**config.mk**
```make
export PLATFORM = sky130hd
export DESIGN_NAME = hazard_forward_unit
export DESIGN_NICKNAME = d
export VERILOG_FILES = /design/src/rtl/hazard_forward_unit.sv
export SDC_FILE = /design/constraint.sdc
export NUM_CORES = 1
export LEC_CHECK = 0
export CAP_MARGIN = 25
export CORE_MARGIN = 2
export CORE_UTILIZATION = 42
export DETAILED_ROUTE_END_ITERATION = 8
export PLACE_DENSITY = 0.84
export SLEW_MARGIN = 20
export SYNTH_ARGS = -nofsm -noshare
export SYNTH_HDL_FRONTEND = slang
export SYNTH_SLANG_ARGS = --single-unit
```
**constraint.sdc**
```tcl
create_clock -name clk -period 2.95 [get_ports clk]
set_input_delay 0.59 -clock clk [delete_from_list [all_inputs] [get_ports clk]]
set_output_delay 0.59 -clock clk [all_outputs]
set_load 0.02 [all_outputs]
```
**src/rtl/hazard_forward_unit.sv**
```systemverilog
// Forwarding-select precompute and load-use hazard control for the 5-stage pipeline.
//
// Forwarding selects are resolved in ID from the instructions that will sit in
// EX/MEM and MEM/WB when the current ID instruction reaches EX. The selects are
// then flopped, so the EX stage sees a registered mux control.
//
// Load-use stall FSM:
//   state    | meaning
//   ---------+-------------------------------------------------------------
//   ST_IDLE  | no hazard in flight; stall follows the live load-use compare
//   ST_STALL | extra bubbles for LOAD_LAT>1; cnt holds the bubbles still owed
//
// Select encoding per source: 00 regfile, 01 EX/MEM, 10 MEM/WB.
module hazard_forward_unit #(
    parameter int REG_BITS = 5,
    parameter int NUM_SRC  = 2,
    parameter int LOAD_LAT = 1,
    parameter int ZERO_FWD = 0
) (
    input  logic                         clk,
    input  logic                         rst_n,
    input  logic                         hold,
    input  logic [NUM_SRC*REG_BITS-1:0]  id_src,
    input  logic [NUM_SRC-1:0]           id_src_used,
    input  logic [REG_BITS-1:0]          id_ex_rd,
    input  logic                         id_ex_regwrite,
    input  logic                         id_ex_memread,
    input  logic [REG_BITS-1:0]          ex_mem_rd,
    input  logic                         ex_mem_regwrite,
    output logic [2*NUM_SRC-1:0]         src_mux,
    output logic                         stall,
    output logic                         idex_bubble
);

    typedef enum logic {
        ST_IDLE  = 1'b0,
        ST_STALL = 1'b1
    } state_t;

    // Three bits cover the full legal LOAD_LAT range of 1..4.
    localparam logic [2:0] CNT_INIT = 3'(LOAD_LAT - 1);
    localparam logic       ZERO_OK  = (ZERO_FWD != 0);
    localparam logic       MULTI    = (LOAD_LAT > 1);

    localparam logic [1:0] SEL_RF  = 2'b00;
    localparam logic [1:0] SEL_EXM = 2'b01;
    localparam logic [1:0] SEL_MWB = 2'b10;

    logic [NUM_SRC-1:0]   hit_ex;
    logic [NUM_SRC-1:0]   hit_mem;
    logic [2*NUM_SRC-1:0] mux_pre;
    logic                 load_use;

    state_t               state;
    state_t               state_nxt;
    logic [2:0]           cnt;
    logic [2:0]           cnt_nxt;

    // Per-source match against ID/EX and EX/MEM destinations; ID/EX wins
    // because it is the younger producer and will be in EX/MEM next cycle.
    always_comb begin
        hit_ex   = '0;
        hit_mem  = '0;
        mux_pre  = '0;
        for (int k = 0; k < NUM_SRC; k++) begin
            hit_ex[k]  = id_ex_regwrite & id_src_used[k]
                       & (id_src[k*REG_BITS +: REG_BITS] == id_ex_rd)
                       & ((id_ex_rd != '0) | ZERO_OK);
            hit_mem[k] = ex_mem_regwrite & id_src_used[k]
                       & (id_src[k*REG_BITS +: REG_BITS] == ex_mem_rd)
                       & ((ex_mem_rd != '0) | ZERO_OK);
            if (hit_ex[k]) begin
                mux_pre[2*k +: 2] = SEL_EXM;
            end else if (hit_mem[k]) begin
                mux_pre[2*k +: 2] = SEL_MWB;
            end else begin
                mux_pre[2*k +: 2] = SEL_RF;
            end
        end
        load_use = id_ex_memread & (|hit_ex);
    end

    // FSM state and bubble counter register.
    always_ff @(posedge clk or negedge rst_n) begin
        if (!rst_n) begin
            state <= ST_IDLE;
            cnt   <= '0;
        end else begin
            state <= state_nxt;
            cnt   <= cnt_nxt;
        end
    end

    // Next-state and stall decode. The detection cycle itself is the first
    // bubble, so ST_STALL only covers the remaining LOAD_LAT-1 cycles. hold
    // freezes the FSM but never masks stall.
    always_comb begin
        state_nxt = state;
        cnt_nxt   = cnt;
        stall     = 1'b0;
        case (state)
            ST_IDLE: begin
                stall = load_use;
                if (load_use && !hold && MULTI) begin
                    state_nxt = ST_STALL;
                    cnt_nxt   = CNT_INIT;
                end
            end
            ST_STALL: begin
                // ID is held here, so a fresh load-use compare is meaningless
                // until we are back in ST_IDLE.
                stall = 1'b1;
                if (!hold) begin
                    cnt_nxt = cnt - 3'd1;
                    if (cnt == 3'd1) begin
                        state_nxt = ST_IDLE;
                    end
                end
            end
            default: begin
                state_nxt = ST_IDLE;
                cnt_nxt   = '0;
            end
        endcase
    end

    assign idex_bubble = stall;

    // Registered forwarding select: frozen on hold, cleared when a bubble
    // enters EX, otherwise the precomputed value.
    always_ff @(posedge clk or negedge rst_n) begin
        if (!rst_n) begin
            src_mux <= '0;
        end else if (!hold) begin
            if (stall) begin
                src_mux <= '0;
            end else begin
                src_mux <= mux_pre;
            end
        end
    end

endmodule

```
==> metrics <==
Tightest Pin Transition about 0.36 ns; GRT Total Usage approximately 22%; via count of the first global-routing pass ~700; Critical Path Sink idex_bubble; weighted congestion reported at the end of routability-driven placement 0.861; deepest level of the CTS H-tree 1; Max-Slew Margin vs Limit about three quarters; Seq/Total Area, Yosys 30.0%; EDFF count, synth 0; highest achievable clock rate approximately 350 MHz; standard cell area after detailed placement between 1000 and 1500 um^2; CP cell instances clkdlybuf4s50_1 -> xor2_1 -> nor4_2 -> nand4_1 -> a21oi_1 -> or2_1 -> clkdlybuf4s15_1; proportion of register bits with asynchronous set or reset after synthesis between 90% and 100%; total setup violations reported at the end of the flow 0; antenna violations before repair 0; Mapped Nets about 100; critical path startpoint category input port; beginning of the critical path id_ex_rd[4]; reg-to-reg endpoint src_mux[1]; NetSw roughly 0.000074 W; clk sink count 8; count of boundary I/O pins 34; area growth from synthesis to layout 66.3%; ant diodes 0; library cell contributing the largest single delay on the critical path clkdlybuf4s50_1; switching portion of total power between 20% and 30%; count of buffer and inverter cells on the critical path 2; Synth Area per Inst about 9 um^2; area of the mapped netlist 668 um^2; clock-pin slew of the registers on the worst-case setup and hold paths roughly 0.050 ns; endpoints failing hold 0; root buffer selected by CTS clkbuf_4; number of nets with antenna violations after routing 0; Post-Syn Instances between 70 and 80; largest stage delay on the critical path approximately 0.47 ns; clock buffers created by TritonCTS 3; number of warnings reported in the yosys synthesis log 0; die outline area between 1500 and 2000 um^2; final std cell area, no fill 1110 um^2; clock tree from TritonCTS yes; Slew Limit Fails 0; Critical Setup Path Class input port to output port; standard-cell rows 14; period utilization a little over nine tenths; proportion of layout cells with a drive suffix above 1 about 16%; Final Routed Wirelength 1900 um; Max-Cap Viols 0; vias after detailed routing between 600 and 700; peak supply drop about 0.25 mV; DR pass1 iterations 4; Gate power share between 30% and 40%; Internal between 0.0002 and 0.00025 W; maximum fanout along the worst path 3; Yosys reg bits 8; post-layout min period 2.87 ns; kind of cell adding the most delay to the critical path buffers and inverters; die width between 40 and 50 um; final core utilization about three quarters; Crit path required time 2.36 ns; post-layout worst setup margin approximately 0.075 ns; cell count along the critical path 7; grt total ovfl 0; worst-case clock skew between 0.003 and 0.004 ns; Leakage Power 0.492 nW; maximum number of pins on one net before global-route repair 10; Core Region 1510 um^2; first-pass GRT wire length 3110 um; worst flop-to-flop path startpoint state; starting density of the core 44.4%; final-layout worst hold slack ~0.48 ns; Post-CTS Repair Setup Buffers 0; Starting DRT DRC Count 19; average vias per placed instance 5.17; routed wirelength normalized by instance count 14.2 um; number of distinct library cells after synthesis 25; number of remaining DRC errors 0; sequential power share roughly two fifths; maximum buffer depth of the clock tree 2; number of buffers inserted for hold repair after clock tree synthesis 0; kind of capture point of the worst setup path output port; HPWL Detailed about 1700 um; port bufs 33; outcome completed; Clock Latency Late Sink roughly 0.25 ns; clock network power share between 20% and 30%; PwrDens ~260 nW/um^2; Main synth FF type dfrtp_1; Hold/Removal Path Class flop to flop; setup slack of the worst register-to-register path ~1.8 ns; Worst Path Arrival about 2.3 ns; number of cells on the worst reg-to-reg path 3; Placement Setup Slack -0.226 ns; vertical extent of the die 43.9 um; final-stage net count 150
cell families (layout without fill, tap and decap cells):
group	count (synthesis)	count (layout)	share of synthesized area [%]
xor gates and xnor gates	22	22	28.8
buffers and inverters	7	51	4.49
adders and majority gates	2	2	3.74
DFF	8	8	30.0
and+or+nand+nor	27	27	22.1
AOI/OAI and AO/OA	8	8	10.9
flip-flops by register name (all words and copies together) (netlist names):
name	cells
cnt	3
src_mux	4
state	1
layer usage:
| layer | vias to the layer above | share of wire [%] | global-route usage (%) |
|---|---|---|---|
| met2 | 17 | 52 | 39.1 |
| met4 | 0 | 1.9 | 6.06 |
| li1 | 341 | - | - |
| met3 | 4 | 3.3 | 5.83 |
| met5 | - | 0 | 0 |
| met1 | 331 | 43 | 26.6 |
cells in the mapped netlist, types with 2 or more instances:
master,number,area (um^2)
dfrtp_1,8,200
ha_1,2,25.0
inv_1,5,18.8
nand2_1,8,30.0
nand3_1,2,10.0
nor2_1,5,18.8
nor4_1,3,18.8
o21ai_0,3,15.0
o41ai_2,2,32.5
xnor2_1,8,70.1
xor2_1,14,123
power by group through the flow:
stage | combinational, W | clock [W] | sequential (W)
2_1_floorplan | 0.0000302 | 0 | 0.000113
3_3_place_gp | 0.0000930 | 0 | 0.000112
4_1_cts | 0.0000972 | 0.0000826 | 0.000111
5_1_grt | 0.000105 | 0.0000868 | 0.000111
3_5_place_dp | 0.0000969 | 0 | 0.000112
6_report | 0.0000985 | 0.0000784 | 0.000111
worst min-delay path by stage:
stage | from | end | slack, ns | cells past startpoint
global route | cnt[2] | cnt[2] | 0.49 | 1
detailed placement | cnt[2] | cnt[2] | 0.47 | 1
global placement | cnt[2] | cnt[2] | 0.46 | 1
finish | cnt[1] | cnt[1] | 0.48 | 2
floorplan | rst_n | cnt[0] | 0.29 | 0
CTS | cnt[2] | cnt[2] | 0.48 | 1
stage by stage:
step	setup TNS [ns]	power [W]	cells
4_1_cts	0	0.000290	134
3_3_place_gp	-0.300	0.000205	131
6_report	0	0.000288	134
2_1_floorplan	0	0.000143	74
3_5_place_dp	-0.451	0.000209	131
5_1_grt	-0.0477	0.000303	134
tightest hold or removal path, delay by kind of cell, from the launching register on:
kind            cells  cell delay [ns]
simple gates        1             0.04
flops               1             0.33
compound gates      1             0.06
timing repair:
| action | CTS | global route |
|---|---|---|
| resized for setup | 2 | 3 |
| endpoints found under the hold margin | 0 | 0 |
| endpoints found under the setup margin | 2 | 2 |
| gates cloned | 0 | 0 |
area by class of cell:
class	count	area, um^2
multi-input combinational	59	444
timing repair buffer	43	405
fill	122	395
sequential	8	200
clock buffer	3	22.5
tap	16	20.0
inverter	5	18.8
cell usage in the layout (no fill, tap or decap):
cell type and instances:
clkdlybuf4s50_1 31, nor4_2 2, dfrtp_1 8, or2_1 1, nor4_1 2, or3_1 1, nand4_1 1, clkdlybuf4s15_1 2
o21ai_0 3, nand3b_1 1, xor2_1 14, o211ai_2 1, or4_1 1, nor2_1 5, ha_1 2, nand2_1 8
xnor2_1 8, a21oi_1 1, buf_4 10, nand4_2 1, nand3_1 2, a21boi_0 1, inv_1 5, o41ai_2 2
nand2b_1 1, clkbuf_4 3, nor3_1 1
(Power assumes the default switching activity.)
